==> config.mk <==
export PLATFORM = sky130hd
export DESIGN_NAME = voltage_window_logger
export DESIGN_NICKNAME = d
export VERILOG_FILES = /design/src/rtl/voltage_window_logger.sv
export SDC_FILE = /design/constraint.sdc
export NUM_CORES = 1
export LEC_CHECK = 0
export ABC_AREA = 1
export ABC_CLOCK_PERIOD_IN_PS = 3210
export CAP_MARGIN = 20
export CORE_AREA = 2 2 116 118
export DETAILED_ROUTE_END_ITERATION = 8
export DIE_AREA = 0 0 118 120
export GPL_TIMING_DRIVEN = 0
export HOLD_SLACK_MARGIN = 0.12
export PLACE_DENSITY = 0.72
export SLEW_MARGIN = 0
export SYNTH_ARGS = -nofsm -noshare
export SYNTH_HDL_FRONTEND = slang
export SYNTH_SLANG_ARGS = --single-unit
==> constraint.sdc <==
create_clock -name clk -period 3.21 [get_ports clk]
set_clock_uncertainty 0.1 [all_clocks]
set_input_delay 0.963 -clock clk [delete_from_list [all_inputs] [get_ports clk]]
set_output_delay 0.963 -clock clk [all_outputs]
set_load 0.005 [all_outputs]
==> src/rtl/voltage_window_logger.sv <==
// Averages fixed windows of 2^WIN_LOG2 voltage samples, tracks per-window min/max,
// and queues the averages in a show-ahead FIFO for telemetry readout.
module voltage_window_logger #(
  parameter int unsigned DATA_W     = 9,
  parameter int unsigned WIN_LOG2   = 3,
  parameter int unsigned FIFO_DEPTH = 4
) (
  input  logic                clk,
  input  logic                rst,
  input  logic                sample_valid,
  input  logic [DATA_W-1:0]   sample_data,
  input  logic                clear,
  input  logic                rd_en,
  output logic                avg_valid,
  output logic [DATA_W-1:0]   avg_data,
  output logic                fifo_full,
  output logic                overflow,
  output logic [DATA_W-1:0]   min_v,
  output logic [DATA_W-1:0]   max_v,
  output logic [WIN_LOG2-1:0] win_count
);

  localparam int unsigned ACC_W = DATA_W + WIN_LOG2;
  localparam int unsigned AW    = $clog2(FIFO_DEPTH);

  typedef enum logic [1:0] {S_IDLE, S_ACC, S_PUSH} state_t;

  state_t                r_state, w_next;
  logic [ACC_W-1:0]      r_acc;
  logic [DATA_W-1:0]     r_run_min, r_run_max, r_avg, r_min_v, r_max_v;
  logic [WIN_LOG2-1:0]   r_win_count;

  logic [DATA_W-1:0]     r_mem [FIFO_DEPTH];
  logic [AW-1:0]         r_wr_ptr, r_rd_ptr;
  logic [AW:0]           r_count;
  logic                  r_overflow;

  logic                  w_take, w_open, w_add, w_last;
  logic [ACC_W-1:0]      w_sum;
  logic [DATA_W-1:0]     w_min, w_max;
  logic                  w_empty, w_full, w_push, w_pop, w_wr;

  assign w_take = sample_valid && !clear;
  // PUSH behaves like IDLE for an incoming sample so back-to-back windows lose nothing
  assign w_open = w_take && (r_state != S_ACC);
  assign w_add  = w_take && (r_state == S_ACC);
  assign w_last = w_add && (r_win_count == '1);
  assign w_sum  = r_acc + ACC_W'(sample_data);
  assign w_min  = (sample_data < r_run_min) ? sample_data : r_run_min;
  assign w_max  = (sample_data > r_run_max) ? sample_data : r_run_max;

  always_comb begin
    w_next = r_state;
    case (r_state)
      S_IDLE:  if (w_take) w_next = S_ACC;
      S_ACC:   if (w_last) w_next = S_PUSH;
      S_PUSH:  w_next = w_take ? S_ACC : S_IDLE;
      default: w_next = S_IDLE;
    endcase
    if (clear) w_next = S_IDLE;
  end

  always_ff @(posedge clk) begin
    if (rst) r_state <= S_IDLE;
    else     r_state <= w_next;
  end

  always_ff @(posedge clk) begin
    if (rst || clear) begin
      r_acc       <= '0;
      r_run_min   <= '0;
      r_run_max   <= '0;
      r_avg       <= '0;
      r_win_count <= '0;
      if (rst) begin
        r_min_v <= '0;
        r_max_v <= '0;
      end
    end else if (w_open) begin
      r_acc       <= ACC_W'(sample_data);
      r_run_min   <= sample_data;
      r_run_max   <= sample_data;
      r_win_count <= WIN_LOG2'(1);
    end else if (w_add) begin
      if (w_last) begin
        r_avg       <= DATA_W'(w_sum >> WIN_LOG2);
        r_min_v     <= w_min;
        r_max_v     <= w_max;
        r_acc       <= '0;
        r_win_count <= '0;
      end else begin
        r_acc       <= w_sum;
        r_run_min   <= w_min;
        r_run_max   <= w_max;
        r_win_count <= r_win_count + WIN_LOG2'(1);
      end
    end
  end

  assign w_empty = (r_count == '0);
  assign w_full  = (r_count == (AW+1)'(FIFO_DEPTH));
  assign w_push  = (r_state == S_PUSH) && !clear && !rst;
  assign w_pop   = rd_en && !w_empty && !clear && !rst;
  // A full FIFO still accepts the push when the head leaves in the same cycle
  assign w_wr    = w_push && (!w_full || w_pop);

  always_ff @(posedge clk) begin
    if (w_wr) r_mem[r_wr_ptr] <= r_avg;
  end

  always_ff @(posedge clk) begin
    if (rst || clear) begin
      r_wr_ptr   <= '0;
      r_rd_ptr   <= '0;
      r_count    <= '0;
      r_overflow <= 1'b0;
    end else begin
      if (w_wr)  r_wr_ptr <= r_wr_ptr + AW'(1);
      if (w_pop) r_rd_ptr <= r_rd_ptr + AW'(1);
      if (w_wr && !w_pop)      r_count <= r_count + (AW+1)'(1);
      else if (!w_wr && w_pop) r_count <= r_count - (AW+1)'(1);
      if (w_push && !w_wr) r_overflow <= 1'b1;
    end
  end

  assign avg_valid = !w_empty;
  assign avg_data  = w_empty ? '0 : r_mem[r_rd_ptr];
  assign fifo_full = w_full;
  assign overflow  = r_overflow;
  assign min_v     = r_min_v;
  assign max_v     = r_max_v;
  assign win_count = r_win_count;

endmodule

**Word-level counts from Yosys, hierarchy flattened**

Memory sizes are Yosys's and may differ from the RTL's. A register that Yosys moved wholly into a read port is not among the register bits.
Index checks and enable logic that the tools add are counted.

- Memory bits (writable): 36
- Register bits after elaboration: 70
- Memories: 1
- Logic and storage cells: 101
- Output and inout bits: 33
- Bits of input ports: 14

Memory list:

| memory | depth | bits a word | read ports | clocked after memory_dff | write ports | line | source |
|---|---|---|---|---|---|---|---|
| r_mem | 4 | 9 | 1 | 1 | 1 | 33 | `logic [DATA_W-1:0] r_mem [FIFO_DEPTH];` |

- Reduce and logical (&&, ||, !) cells: 33
- Add/sub/neg operators: 6
- Multiplexer cells: 34
- Bitwise logic cells: 1
- $lt $le $gt $ge: 2
- Equality and inequality tests: 10

Operators with widths:

| operator | count |
|---|---|
| $mux W9 | 20 |
| $logic_and A1 B1 Y1 | 13 |
| $add A12 B9 Y12 | 1 |
| $mux W12 | 1 |
| $gt A9 B9 Y1 | 1 |
| $lt A9 B9 Y1 | 1 |
| $mux W3 | 3 |
| $mux W2 | 4 |
| $ne A2 B2 Y1 const B | 4 |
| $reduce_bool A2 Y1 | 4 |
| $add A3 B1 Y3 const B | 2 |
| $eq A3 B3 Y1 const B | 2 |
| $logic_not A1 Y1 | 6 |
| $pmux W2 S3 | 1 |
| $mux W1 | 5 |
| $add A2 B1 Y2 const B | 2 |
| $ne A2 B1 Y1 const B | 2 |
| $reduce_and A2 Y1 | 2 |
| $reduce_and A4 Y1 | 1 |
| $reduce_or A2 Y1 | 2 |
| $logic_not A3 Y1 | 1 |
| $reduce_and A3 Y1 | 1 |
| $sub A3 B1 Y3 const B | 1 |
| $eq A2 B1 Y1 const B | 1 |
| 4 further kinds | 5 |

**Depth between registers and ports, before layout**

Gate-level depths: netlist of the first run.

- Depth after elaboration: 11
- Mapped depth: 15
- Depth with buffers taken out: 15

**Worst setup path before layout of the first run**

No wires, ideal clock.

- Path kind: in2reg
- Start point: input port clear
- End point: register r_count[2]
- Stages: 14
- Path buffers: 0
- Data required time: 3.040 ns
- Setup slack: 0.436 ns
- Arrival: 2.604 ns
- Library setup time: 0.070 ns
- Cell sequence: nor2_4 > inv_2 > or2_1 > nor2_2 > nand2_2 > inv_1 > ha_1 > inv_1 > fa_1 > nor2_1 > nor2_1 > nand2_1 > o21ai_0 > a21oi_1

- Word-level cells in the longest chain between the ends: 8
- Elaborated cells between the ends (all ways): 14
- Those cells by class: 1 x mux; 13 x reduce/logical

RTL lines:

| what | line | source |
|---|---|---|
| start, declared | 12 | `input logic clear,` |
| $logic_not A1 Y1 * | 102, 103 |  |
| $logic_and A1 B1 Y1 (2 in a row) | 103 | `assign w_pop = rd_en && !w_empty && !clear && !rst;` |
| $logic_or A1 B1 Y1 | 105 | `assign w_wr = w_push && (!w_full \|\| w_pop);` |
| $logic_and A1 B1 Y1 * | 105 |  |
| named net w_wr | 41 | `logic w_empty, w_full, w_push, w_pop, w_wr;` |
| $logic_not A1 Y1 | 121 | `else if (!w_wr && w_pop) r_count <= r_count - (AW+1)'(1);` |
| $logic_and A1 B1 Y1 | 121 |  |
| $reduce_bool A2 Y1 (no source line) | - |  |
| end signal, assigned | 120 | `if (w_wr && !w_pop) r_count <= r_count + (AW+1)'(1);` |
| end signal, assigned | 121 |  |
| end, declared | 35 | `logic [AW:0] r_count;` |

Mark *: on every way through the listed nets, which the timed path passes. The rest lies on a longest branch.
A chain may end at the register's enable or synchronous reset.

**Worst setup path after layout of the first run**

- Start point: register r_count[0]
- End point: output port avg_data[2]

- Word-level cells in the longest chain between the ends: 2

RTL lines:

| what | line | source |
|---|---|---|
| $logic_not A3 Y1 | 100 | `assign w_empty = (r_count == '0);` |
| $mux W9 | 127 | `assign avg_data = w_empty ? '0 : r_mem[r_rd_ptr];` |
| end, declared | 15 | `output logic [DATA_W-1:0] avg_data,` |

Every way passes these cells.

==> results of run 1 <==
## worst min-delay path: stages, from the launching register on
cell and delay, ns:
sky130_fd_sc_hd__dfxtp_1 0.32, sky130_fd_sc_hd__nand2_1 0.06, sky130_fd_sc_hd__a21oi_1 0.06
## registers in the layout, summed over array words and instances, names as in the netlist, named ones only
name and cells:
r_run_min 9, r_acc 12, min_v 9, r_rd_ptr 2
overflow 1, r_run_max 9, r_count 3, r_mem 36
win_count 3, r_avg 9, r_wr_ptr 2, r_state 2
max_v 9
## cells by family after synthesis
kind of cell             after synthesis  share of synthesized area, %
adder cells (fa/ha/maj)               35                          8.16
buffers and inverters                 96                          7.19
AO/OA/AOI/OAI                        124                          12.2
XOR/XNOR                               7                          1.10
flip-flops                           108                          48.7
AND/OR/NAND/NOR                      284                          22.7
## power by group through the flow
stage | clock network (uW) | registers [uW] | logic (uW)
floorplan | 0 | 1520 | 214
global placement | 0 | 1520 | 341
detailed placement | 0 | 1520 | 349
CTS | 1230 | 1490 | 352
global route | 1280 | 1490 | 407
finish | 1210 | 1490 | 364
## stage by stage
| stage | util [%] | setup slack [ns] | instance area, sq um | setup TNS (ns) | hold WS [ns] |
|---|---|---|---|---|---|
| floorplan | - | 0.436 | 5550 | 0 | 0.336 |
| global placement | 48.0 | -0.439 | 6230 | -18.89 | 0.352 |
| detailed placement | 48.0 | -0.557 | 6230 | -22.71 | 0.362 |
| CTS | 50.6 | 0.00444 | 6560 | 0 | 0.380 |
| global route | 51.1 | 0.000864 | 6630 | 0 | 0.415 |
| finish | 51.1 | 0.134 | 6630 | 0 | 0.379 |
## cells in the mapped netlist, types with 5 or more instances
cell,number
sky130_fd_sc_hd__inv_1,76
sky130_fd_sc_hd__dfxtp_1,54
sky130_fd_sc_hd__a22o_1,5
sky130_fd_sc_hd__nand2_1,121
sky130_fd_sc_hd__o21ai_0,37
sky130_fd_sc_hd__clkbuf_1,5
sky130_fd_sc_hd__o21ai_1,13
sky130_fd_sc_hd__nand4_1,10
sky130_fd_sc_hd__xor2_1,7
sky130_fd_sc_hd__edfxtp_1,54
sky130_fd_sc_hd__a21oi_1,57
sky130_fd_sc_hd__nand3_1,43
sky130_fd_sc_hd__a31oi_1,5
sky130_fd_sc_hd__ha_1,33
sky130_fd_sc_hd__nor2_1,88
## area by class of cell
type / instances / share of cell area, %
Buffer: 11 / 1.23
Clock buffer: 9 / 3.40
Clock inverter: 7 / 1.51
Inverter: 83 / 4.96
Multi-Input combinational cell: 450 / 37.1
Sequential cell: 108 / 40.8
Tap cell: 176 / 3.32
Timing Repair Buffer: 50 / 7.66
## path summary, 6_finish.rpt
check / end / slack (ns) / start / depth (start not counted)
setup / recovery: avg_data[2] / 0.13 / r_count[0] / 5
hold / removal: r_acc[2] / 0.38 / r_acc[2] / 2
setup reg to reg: r_count[2] / 0.92 / r_count[0] / 14
hold reg to reg: r_acc[2] / 0.38 / r_acc[2] / 2
## repair_timing
action | in CTS | in global routing
cloned | 0 | 0
hold buffers | 0 | 0
buffers inserted | 1 | 3
gates resized for setup | 2 | 10
endpoints found under the setup margin | 29 | 30
pin swaps | 1 | 1
## layer usage
layer	vias up	track usage [%]	part of all wire, %
met4	0	6.93	2.2
met2	138	35.9	50
met5	-	0	0
li1	2309	-	-
met1	2195	24.3	43
met3	30	4.61	4.6
==> impl_results.md, run 1 <==
* Status: completed
* Final cycle utilization of the critical path at 95.8%
* Filler instances at 1215
* Dominant cell type by area after synthesis: sky130_fd_sc_hd__edfxtp_1
* Largest net degree at the start of global routing at 22
* Comb pwr share at 11.9%
* Worst hold path type: register to register
* Number of H-tree levels at 3
* PD cells at 461 nW/um^2
* Wire length of the first global-routing pass at 22.8 mm
* Multi-input gate area in the final layout at 2460 sq um
* Type of element capturing the critical path: primary output
* Cell types with the largest area share after synthesis: sky130_fd_sc_hd__edfxtp_1 (29%), sky130_fd_sc_hd__dfxtp_1 (19%), sky130_fd_sc_hd__nand2_1 (8.2%)
* Sum of net half-perimeters after detailed placement at 10.1 mm
* Yosys warns at 0
* Worst rel slew slack at 40.2%
* Die height at 120 microns
* DR WL/cell at 15.5 microns
* Clock buffer count from CTS at 9
* Largest fanout of any net on the critical path at 9
* Iter 0 DRT Violations at 438
* Dominant delay contributor by cell family on the critical path: buffers and inverters
* Commonest non-fill, non-tap cells in the layout: sky130_fd_sc_hd__nand2_1 (121), sky130_fd_sc_hd__nor2_1 (88), sky130_fd_sc_hd__inv_1 (74), sky130_fd_sc_hd__a21oi_1 (57), sky130_fd_sc_hd__edfxtp_1 (54)
* Slowest cell on the critical path: sky130_fd_sc_hd__clkdlybuf4s50_1
* Seq cells post-synth at 108
* RSZ-0062 raised after global routing: no
* Post-route DRC violation count at 0
* Proportion of netlist area held by the largest area contributor at 29.2%
* Setup CP Type: register to primary output
* Final count of hold timing violations at 0
* Final Wtd Congestion at 0.876
* Number of buffers and inverters on the critical path at 2
* I/O pin cnt at 47
* Overall fraction of global-route tracks in use at 20.3%
* Layout overhead on the synthesized area at 19.4%
* Vias per std cell at 5.23
* Clock Sinks at 108
* Total nets after synthesis at 703
* Transition at the pin with the smallest max-transition slack at 0.894 ns
* Vias in the first global route at 4715
* Number of flops mapped to enable cells by yosys at 54
* Flip-flop and latch area at 2700 sq um
* Worst ir drop on vdd at 0.271 mV
* Full die area at 14200 sq um
* Portion of the post-synthesis area used by sequential elements at 48.7%
* Delay of the slowest critical-path stage at 0.54 ns
* CP arrival at 2.01 ns
* Sw Share at 26.4%
* Cells traversed along the worst timing path: nor2_1, nand2_1, clkinv_1, a21oi_1, clkdlybuf4s50_1
* Share of post-route cells with drive strength above 1 at 7.80%
* Post-Syn Area at 5550 sq um
* Total wire length after detailed routing at 13.9 mm
* Share of total power in sequential cells at 48.6%
* Number of iterations in the first detailed-routing pass at 5
* Time the worst path needs with I/O delays and setup at 3.08 ns
* Final cell count without fillers at 894
* Internal power at 2250 uW
* Clk network pwr share at 39.5%
* Proportion of synthesized flip-flops having asynchronous set or reset at 0%
* Lkg Pwr at 0.00275 uW
* Max-cap violations at 0
* Total core area at 13000 sq um
* Net switching power at 808 uW
* Post-synth cell types at 44
* Row count at 42
* Total number of vias at 4672
* Bufs on Longest Clock Path at 2
* Total power of the final layout at 3060 uW
* Antenna-violating nets left at 0
* Grt ovf at 0
* Antenna diode instance count at 0
* Commonest non-fill, non-tap cell in the layout: sky130_fd_sc_hd__nand2_1
* Width of the die at 118 microns
* TritonCTS clock tree: yes
* Inst Count DP at 876
* Synthesized netlist cell count at 654
* Maximum clock frequency at 325 MHz
* Count of final max-slew check failures at 0
* Root buf cell: sky130_fd_sc_hd__clkbuf_16
* Final setup violation count at 0
* Net total in the final layout at 762
* Post-synth top flop: sky130_fd_sc_hd__edfxtp_1
* Clock Latency Late Sink at 0.36 ns
* Data required time at the worst endpoint at 2.15 ns
* Clock transition time at the flip-flop clock pins of the worst setup and hold paths at 0.08 ns
* Setup crit start kind: register
* Initial antenna violation count at 0
* Starting Density at 42.8%
* Avg Cell Area, Syn at 8.49 sq um
* Port bufs at 46
Note: power is estimated with default switching activity, not from simulation.
==> run 2, diff against run 1 <==
CORE_AREA = 2 2 101 103   (was 2 2 116 118)
DIE_AREA = 0 0 103 105   (was 0 0 118 120)
PLACE_DENSITY = 0.89   (was 0.72)
==> run 2 against run 1 <==
Combinational power is essentially flat. Non-clock buffer count unchanged. Clock-buffer cell count increased by 1. Highest routed layer unchanged.
==> impl_results.md, run 2 (synthesized netlist as in run 1, its figures left out) <==
* Status: completed
* Comb pwr share at 13.6% (+1.7 points)
* Final cycle utilization of the critical path at 96.1% (+0.25 points)
* Total wire length after detailed routing at 13.3 mm (-4.3%)
* Largest net degree at the start of global routing at 21 (-4.5%)
* Register ranked first by flip-flop count: r_mem
* Die height at 105 microns (-13%)
* Vias per std cell at 5.68 (+8.7%)
* Met3 Resource Use GR at 5.08% (+0.47 points)
* Worst rel slew slack at 42.9% (+2.7 points)
* Max-cap violations at 0 (unchanged)
* Delay of the slowest critical-path stage at 0.55 ns (about the same)
* Lkg Pwr at 0.00269 uW (-1.9%)
* Count of final max-slew check failures at 0 (unchanged)
* Commonest non-fill, non-tap cells in the layout: sky130_fd_sc_hd__nand2_1 (121), sky130_fd_sc_hd__nor2_1 (88), sky130_fd_sc_hd__inv_1 (74), sky130_fd_sc_hd__a21oi_1 (57), sky130_fd_sc_hd__edfxtp_1 (54)
* Filler instances at 747 (-39%)
* Flip-flop count of the largest register after layout at 36 (unchanged)
* Root buf cell: sky130_fd_sc_hd__clkbuf_8
* Row count at 36 (-14%)
* Time the worst path needs with I/O delays and setup at 3.08 ns (+0.00803 ns)
* Iter 0 DRT Violations at 569 (+30%)
* Port bufs at 46 (unchanged)
* Total number of vias at 4836 (+3.5%)
* Commonest non-fill, non-tap cell in the layout: sky130_fd_sc_hd__nand2_1
* Final cell count without fillers at 851 (-4.8%)
* Met1 Use GR at 32.0% (+7.7 points)
* Antenna diode instance count at 0 (unchanged)
* Setup tns final at 0 ns (unchanged)
* Clock Sinks at 108 (unchanged)
* Width of the die at 103 microns (-13%)
* Full die area at 10800 sq um (-24%)
* PD cells at 418 nW/um^2 (-9.3%)
* Final setup violation count at 0 (unchanged)
* Type of element capturing the critical path: register
* Data required time at the worst endpoint at 3.21 ns (+1.06 ns)
* Share of total power in sequential cells at 55.1% (+6.5 points)
* Cells traversed along the worst timing path: clkdlybuf4s50_1, ha_1, nand2_1, nor2_1, o211ai_2, nand3_4, nand2_1, nand2_1, nor2_1
* Met2 usage in global routing at 41.5% (+5.5 points)
* Starting Density at 57.6% (+15 points)
* Net switching power at 755 uW (-6.6%)
* Sw Share at 28.0% (+1.5 points)
* Largest fanout of any net on the critical path at 10 (+1)
* Number of buffers and inverters on the critical path at 1 (-1)
* Post-route DRC violation count at 0 (unchanged)
* Initial antenna violation count at 0 (unchanged)
* Dominant delay contributor by cell family on the critical path: simple AND/OR/NAND/NOR gates
* Wire length of the first global-routing pass at 21.7 mm (-5.1%)
* Bufs on Longest Clock Path at 2 (unchanged)
* Net total in the final layout at 762 (unchanged)
* Antenna-violating nets left at 0 (unchanged)
* Top Registers: r_mem (36), r_acc (12)
* DR WL/cell at 15.6 microns (+0.53%)
* Final Wtd Congestion at 0.945 (+7.9%)
* Vias in the first global route at 4724 (+0.19%)
* I/O pin cnt at 47 (unchanged)
* TritonCTS clock tree: yes
* Number of H-tree levels at 3 (unchanged)
* Overall fraction of global-route tracks in use at 25.3% (+5.0 points)
* Min-Delay Startpoint: r_rd_ptr[1]
* Layout overhead on the synthesized area at 16.2%
* Worst ir drop on vdd at 0.271 mV (about the same)
* Internal power at 1940 uW (-14%)
* Setup CP Type: input port to register
* Clock transition time at the flip-flop clock pins of the worst setup and hold paths at 0.11 ns (+0.03 ns)
* Dominant cell type by count on the critical path: sky130_fd_sc_hd__nand2_1
* Share of post-route cells with drive strength above 1 at 7.94% (+0.14 points)
* Clk network pwr share at 31.3% (-8.2 points)
* CP arrival at 3.09 ns (+1.08 ns)
* Inst Count DP at 833 (-4.9%)
* Timing startpoint of the critical path: sample_data[8]
* Setup crit start kind: input port
* Total core area at 9640 sq um (-26%)
* Maximum clock frequency at 324 MHz (-0.26%)
* Clock buffer count from CTS at 9 (unchanged)
* Number of iterations in the first detailed-routing pass at 7 (+2)
* Grt ovf at 0 (unchanged)
* Sum of net half-perimeters after detailed placement at 9.67 mm (-4.6%)
* Worst hold path type: register to register
* Most Used Layer, Global Route: met2
* Clock Latency Late Sink at 0.38 ns (+0.02 ns)
* Final count of hold timing violations at 0 (unchanged)
* Slowest cell on the critical path: sky130_fd_sc_hd__clkdlybuf4s50_1
* R2r startpoint: r_run_min[8]
* Transition at the pin with the smallest max-transition slack at 0.853 ns (-0.0409 ns)
run 2: worst paths after layout:
kind         slack [ns]  cells past startpoint       end
min reg2reg        0.38                      2  register
min                0.38                      2  register
max                0.13                      9  min_v[5]
max reg2reg        0.94                      9  min_v[5]
run 2: power groups by stage:
stage / clock network [uW] / logic, uW / registers (uW)
final: 845 / 367 / 1490
after CTS: 850 / 351 / 1490
after detailed placement: 0 / 347 / 1520
after global placement: 0 / 332 / 1520
after global routing: 902 / 405 / 1490
after floorplan: 0 / 214 / 1520
run 2: worst reg2reg max path, cell delays in order, from the launching register on:
cell and delay, ns:
sky130_fd_sc_hd__dfxtp_1 0.35, sky130_fd_sc_hd__inv_1 0.07, sky130_fd_sc_hd__ha_1 0.29, sky130_fd_sc_hd__nand2_1 0.08, sky130_fd_sc_hd__nor2_1 0.29, sky130_fd_sc_hd__o211ai_2 0.34
sky130_fd_sc_hd__nand3_4 0.25, sky130_fd_sc_hd__nand2_1 0.10, sky130_fd_sc_hd__nand2_1 0.09, sky130_fd_sc_hd__nor2_1 0.05
run 2: cell type report:
type,instances,area [sq um],share of cell area (%)
clock buffer,10,138,2.13
multi-input combinational,450,2460,38.2
sequential,108,2700,41.9
inverter,83,333,5.16
clock inverter,6,60.1,0.931
tap,133,166,2.58
timing repair buffer,50,508,7.87
buffer,11,81.3,1.26
run 2: through the flow:
step | instance area [sq um] | util (%) | power (uW) | setup slack [ns] | hold WS (ns)
after floorplan | 5550 | - | 1730 | 0.436 | 0.336
after global placement | 6180 | 64.1 | 1850 | -0.416 | 0.353
after detailed placement | 6180 | 64.1 | 1860 | -0.473 | 0.366
after CTS | 6380 | 66.2 | 2690 | 0.0352 | 0.371
after global routing | 6450 | 66.9 | 2800 | -0.00740 | 0.391
final | 6450 | 66.9 | 2700 | 0.126 | 0.378
run 2: repair_timing:
| action | CTS | global route |
|---|---|---|
| buffers inserted | 1 | 3 |
| cloned | 0 | 0 |
| endpoints found under the setup margin | 10 | 28 |
| pin swaps | 1 | 1 |
| hold buffers | 0 | 0 |
| gates resized for setup | 3 | 11 |
run 2: layer usage:
| layer | vias to the layer above | routed length (microns) |
|---|---|---|
| met3 | 42 | 981 |
| li1 | 2308 | - |
| met2 | 231 | 6590 |
| met1 | 2255 | 5380 |
| met4 | 0 | 313 |
| met5 | - | 0 |
